File: src/rtl/tff_down_counter.sv
// Loadable down counter built from a synchronous T-toggle chain, with a
// one-cycle terminal-count pulse and optional auto-reload from a reload register.
module tff_down_counter #(
   parameter int WIDTH = 4
) (
   input  logic             clock,
   input  logic             reset,
   input  logic             load,
   input  logic [WIDTH-1:0] load_val,
   input  logic             enable,
   input  logic             auto_reload,
   output logic [WIDTH-1:0] Q,
   output logic             tc,
   output logic             busy
);

   typedef enum logic [1:0] {
      IDLE = 2'd0,
      RUN  = 2'd1,
      DONE = 2'd2
   } state_t;

   localparam logic [WIDTH-1:0] ZERO = {WIDTH{1'b0}};
   localparam logic [WIDTH-1:0] ONE  = {{(WIDTH-1){1'b0}}, 1'b1};

   state_t           r_state;
   state_t           w_state_nxt;
   logic [WIDTH-1:0] r_q;
   logic [WIDTH-1:0] w_q_nxt;
   logic [WIDTH-1:0] r_rl;
   logic [WIDTH-1:0] w_rl_nxt;
   logic             r_tc;
   logic             w_tc_nxt;
   logic             r_busy;
   logic             w_cnt_en;
   logic [WIDTH-1:0] w_toggle;
   logic [WIDTH-1:0] w_q_dec;

   // A decrement step happens only in RUN with a non-zero count and no load.
   assign w_cnt_en = enable && !load && (r_state == RUN) && (r_q != ZERO);

   // T-toggle chain: bit i flips when counting and every lower bit is 0.
   always_comb begin
      w_toggle    = ZERO;
      w_toggle[0] = w_cnt_en;
      for (int i = 1; i < WIDTH; i++) begin
         w_toggle[i] = w_toggle[i-1] & ~r_q[i-1];
      end
      w_q_dec = r_q ^ w_toggle;
   end

   // Next-state, next-count, reload and terminal-count decisions.
   always_comb begin
      w_state_nxt = r_state;
      w_q_nxt     = r_q;
      w_rl_nxt    = r_rl;
      w_tc_nxt    = 1'b0;
      if (load) begin
         w_rl_nxt = load_val;
         w_q_nxt  = load_val;
         if (load_val != ZERO) begin
            w_state_nxt = RUN;
         end else begin
            w_state_nxt = IDLE;
         end
      end else begin
         case (r_state)
            RUN: begin
               if (enable) begin
                  if (r_q == ZERO) begin
                     // Count already at zero: reload, or stop if auto-reload was dropped.
                     if (auto_reload) begin
                        w_q_nxt = r_rl;
                     end else begin
                        w_state_nxt = DONE;
                     end
                  end else if (r_q == ONE) begin
                     w_q_nxt  = w_q_dec;
                     w_tc_nxt = 1'b1;
                     if (auto_reload) begin
                        w_state_nxt = RUN;
                     end else begin
                        w_state_nxt = DONE;
                     end
                  end else begin
                     w_q_nxt = w_q_dec;
                  end
               end else begin
                  w_q_nxt = r_q;
               end
            end
            IDLE: begin
               w_state_nxt = IDLE;
            end
            DONE: begin
               w_state_nxt = DONE;
            end
            default: begin
               w_state_nxt = IDLE;
               w_q_nxt     = ZERO;
            end
         endcase
      end
   end

   // State and output registers with synchronous active-low reset.
   always_ff @(posedge clock) begin
      if (!reset) begin
         r_state <= IDLE;
         r_q     <= ZERO;
         r_rl    <= ZERO;
         r_tc    <= 1'b0;
         r_busy  <= 1'b0;
      end else begin
         r_state <= w_state_nxt;
         r_q     <= w_q_nxt;
         r_rl    <= w_rl_nxt;
         r_tc    <= w_tc_nxt;
         r_busy  <= (w_state_nxt == RUN);
      end
   end

   assign Q    = r_q;
   assign tc   = r_tc;
   assign busy = r_busy;

endmodule
File: config.mk
export PLATFORM = sky130hd
export DESIGN_NAME = tff_down_counter
export DESIGN_NICKNAME = d
export VERILOG_FILES = /design/src/rtl/tff_down_counter.sv
export SDC_FILE = /design/constraint.sdc
export NUM_CORES = 1
export LEC_CHECK = 0
export BUFFER_PORTS_ARGS = -buffer_cell sky130_fd_sc_hd__buf_4
export CORE_AREA = 2 2 39 41
export CTS_BUF_LIST = sky130_fd_sc_hd__clkbuf_4 sky130_fd_sc_hd__clkbuf_8
export CTS_CLUSTER_SIZE = 12
export DETAILED_ROUTE_END_ITERATION = 10
export DIE_AREA = 0 0 41 43
export PLACE_DENSITY_LB_ADDON = 0.08
export SYNTH_ARGS = -nofsm -noshare
export SYNTH_HDL_FRONTEND = slang
export SYNTH_SLANG_ARGS = --single-unit
File: constraint.sdc
create_clock -name clock -period 3.9 [get_ports clock]
set_input_delay 0.39 -clock clock [delete_from_list [all_inputs] [get_ports clock]]
set_output_delay 0.39 -clock clock [all_outputs]
set_load 0.02 [all_outputs]
# Yosys cells after proc, flatten, opt, wreduce, memory -nomap -nowiden
# Index checks and enable logic that the tools add are counted.
[totals]
in_bits = 9
reg_bits = 12
wordCells = 47
out_inout_bits = 6
[op_classes]
muxes = 14
eq_ne = 7
reduce_logical = 11
bitwise_logic = 10
[op_table]
columns = ["operator", "n"]
rows = [
  ["2-to-1 mux 4 bit", 4],
  ["2-to-1 mux 2 bit", 6],
  ["one-hot mux 4 bit (2 select lines)", 1],
  ["nonzero test 4 bit", 2],
  ["inverter 1 bit", 6],
  ["OR reduction 5 bit", 1],
  ["== test 2 x 1 -> 1 bit, second input constant", 2],
  ["== test 4 x 1 -> 1 bit, second input constant", 1],
  ["logical NOT 4 bit", 1],
  ["!= test 4 bit, second input constant", 1],
  ["one-hot mux 2 bit (2 select lines)", 1],
  ["XOR 4 bit", 1],
  ["bitwise AND 1 bit", 3],
  ["logical AND 1 bit", 3],
  ["!= test 3 bit, second input constant", 1],
  ["AND reduction 3 bit", 1],
  ["== test 2 bit, second input constant", 1],
  ["logical NOT 2 bit", 1],
  ["2-to-1 mux 1 bit", 2],
  ["!= test 2 x 1 -> 1 bit, second input constant", 1],
  ["OR reduction 2 bit", 1],
  ["logical NOT 1 bit", 1],
]

# Depth between registers and ports, before layout
[logic_depth]
ltp_word = 12
mapped_depth = 11
ltp_nobuf = 11

# Least setup slack after synthesis
# No wires, ideal clock.
[synth_timing]
path_type = "flip-flop to flip-flop"
startpoint = "reg r_q[0] (netlist: Q[0])"
endpoint = "reg r_q[3] (netlist: Q[3])"
n_path_buf = 1
t_required_ps = 3826
setup_ps = 74
t_arrival_ps = 2195
setup_slack_ps = 1631
stages_incl_launch_ff = 11
period_less_slack_ps = 2269
path_cell_list = "dfxtp_1 -> or4_1 -> buf_6 -> and3_2 -> ha_1 -> ha_1 -> ha_1 -> xnor2_1 -> nand2_1 -> o211ai_1 -> a31oi_1"
[synth_between]
elab_chain_cells = 10
word_cells_on_any_way = 14
classes_between = "eq/ne (1); mux (4); bitwise (5); reduce/logical (4)"
[synth_lines]
columns = ["element", "line_no", "source"]
rows = [
  ["start: declaration", "28", "logic [WIDTH-1:0] r_q;"],
  ["start signal: assignment", "116", "r_q <= w_q_nxt;"],
  ["nonzero test 4 bit", "40", "assign w_cnt_en = enable && !load && (r_state == RUN) && (r_q != ZERO);"],
  ["logical AND 1 bit", "40", ""],
  ["bitwise AND 1 bit (3 in series)", "47", "w_toggle[i] = w_toggle[i-1] & ~r_q[i-1];"],
  ["XOR 4 bit", "49", "w_q_dec = r_q ^ w_toggle;"],
  ["2-to-1 mux 4 bit", "70", "if (r_q == ZERO) begin"],
  ["2-to-1 mux 4 bit", "69", "if (enable) begin"],
  ["one-hot mux 4 bit (2 select lines)", "67", "case (r_state)"],
  ["2-to-1 mux 4 bit", "58", "if (load) begin"],
]
# Parallel ways exist; a longest one is shown, timed or not. The select of a mux whose other input is x is not followed.
# A chain may end at the register's enable or synchronous reset.

# Worst setup path after layout
# Same ends and word-level chain as after synthesis.

==> metrics.txt <==
run status=finished clean; root buf cell=clkbuf_4; Worst EP arrival=around 2.6 ns; largest area contributor in the netlist=dfxtp_1; critical path depth=9; most frequent cell after synthesis=dfxtp_1; largest cells by area after synthesis=dfxtp_1, ha_1, nand2_1, a21oi_1, o211ai_1; minimum clock period=between 2 and 2.5 ns; Final Max Tran Viols=0; 1st-pass router iterations=4; Layout area overhead=17.9%; largest net degree at the start of global routing=15; Vias/cell=~5.5; CP Capture Point=Q[3]; Reg-to-Reg Start=Q[0]; measured slew at the worst slew-check pin=0.378 ns; Core ar.=between 0.001 and 0.0015 sq mm; Nets=108; setup repair bufs after CTS=0; FF-to-FF End=Q[3]; endpoint class of the critical path=register; FP Rows=14; Syn Nets=91; slowest cell on the critical path=or4_1; # IOs=15; residual DRC count=0; sequential area share after synthesis=0.352; critical path class=register to register; R2R setup slack=1.50 ns; RSZ-0062 raised after global routing=no; setup_tns=0 ns; Die Wd=41 um; Clock transition at path regs=0.07 ns; EDFF count, synth=0; CP Cell Sequence=or4_1, and3_2, ha_1, ha_1, ha_1, xnor2_1, nand2_1, o211ai_1, a31oi_1; Num CTS Buffers=3; pwr/cell area=342 mW/mm^2; Tightest Hold Check Type=primary input to register; Initial Util=0.494; Final Hold Viols=0; Synth Instances=76; family with the most delay on the worst path=simple AND/OR/NAND/NOR gates; proportion of layout cells with a drive suffix above 1=0.264; ANT cells=0; vias in the first global route=550; max incr delay on CP=around 0.71 ns; Ys Warns=0; critical path fanouts, max=10; Synth Flop Type=dfxtp_1; Worst VDD drop=approximately 260 uV; Synth top cells by count=dfxtp_1, nand2_1, a21oi_1, ha_1, inv_1; CTS tree=done; via count=a little under 600; hold slack=around 0.42 ns; Critical Path Start=Q[0]; Die ar.=0.00176 sq mm; slew margin rel.=0.747; wire per inst=about 13 um; Async S/R FF share, synth=0; Most common cell on crit path=ha_1; filler instances=140; Distinct cells, synth=27; CP bufs+invs=0; Required @ worst endpoint=just over 4 ns; CTS resizes=0; WL final=about 1400 um; Hold-fix buffers, CTS=0; Fmax=roughly 0.42 GHz; Placer Congestion=~0.86; DP HPWL=about 1100 um; setup violators final=0; height of the die=43 um; worst setup margin=between 1 and 1.5 ns; mapped cell area=around 700 sq um; # port buffers=14; synthesized flop and latch total=12; H-tree levels=1; first-pass GRT wire length=2390 um; clock latency at the later pin of the worst-skew pair=approximately 0.27 ns; worst r2r path cells=9; Antenna Nets Post-Route=0; Leak=roughly 0.35 nW; period utilization=0.616; grt ovf=0; Total GRT Usage=0.199; pre-CTS setup slack=between 1 and 1.5 ns; TritonCTS sink count=12; final core utilization=0.582; clk buf depth=2; max-cap viol count=0; final clock skew=roughly 0.0017 ns; synthesized area per cell=8.99 sq um; Synth top area share=0.352; DR iter-0 viols=8; antenna violations before repair=0; Startpoint Class=register
## through the flow
step                cell area [sq um]  cells  total power [W]
floorplan                         683     76         0.000183
detailed placement                783    104         0.000202
CTS                               806    107         0.000279
global placement                  783    104         0.000201
finish                            806    107         0.000276
global route                      806    107         0.000291
## registers in the layout, summed over array words and instances, names as in the netlist
name,count
busy,1
tc,1
Q,4
r_state,2
r_rl,4
## cells in the final DEF (no fill, tap or decap), types with 2 or more instances in the layout
cell type,synthesis,routed
o21ai_1,4,4
nand2b_1,4,4
inv_1,6,6
nand2_1,9,9
nor2_1,2,2
or3b_2,2,2
a21oi_1,6,6
ha_1,6,6
nor2b_1,2,2
a31oi_1,4,4
dfxtp_1,12,12
o211ai_1,4,4
buf_4,0,14
clkbuf_4,0,3
## tightest hold or removal path: stages
cell     delay [ns]
buf_4          0.11
nand2_1        0.08
a21oi_1        0.06
## cells by family (layout without fill, tap and decap cells)
group                      after synthesis  count (layout)  synth area share
and+or+nand+nor                         27              27             0.238
AOI/OAI and AO/OA                       22              22             0.218
DFF                                     12              12             0.352
buffers and inverters                    8              23            0.0696
adders and majority gates                6               6             0.110
xor gates and xnor gates                 1               1            0.0128
## routing by layer
metal  wire [um]  part of all wire  up-vias  GRT usage
li1            -                 -      306          -
met1         674              0.48      267      0.264
met2         639              0.46       15      0.300
met3          74             0.053        2     0.0471
met4           9            0.0064        0     0.0800
met5           0                 0        -          0
## where the power goes
part	switching (W)	total (W)	internal [W]	leakage (nW)
combinational	0.0000338	0.0000614	0.0000277	0.234
clock	0.0000408	0.0000765	0.0000357	0.0138
sequential	0.00000784	0.000138	0.000130	0.0989
## final cells by class
type,count,area (sq um),area share
Inverter,6,22.5,0.0280
Tap cell,16,20.0,0.0248
Clock buffer,3,22.5,0.0280
Sequential cell,12,240,0.298
Timing Repair Buffer,14,105,0.130
Multi-Input combinational cell,56,395,0.491
## worst min-delay path by stage
stage                            from       to  slack [ns]  depth (start not counted)
after global routing            reset     Q[2]        0.43                          3
final                     load_val[0]  r_rl[0]        0.42                          3
after floorplan               r_rl[0]  r_rl[0]        0.45                          2
after global placement        r_rl[0]  r_rl[0]        0.46                          2
after detailed placement      r_rl[0]  r_rl[0]        0.46                          2
after CTS                 load_val[3]  r_rl[3]        0.41                          3
(Power assumes the default switching activity.)
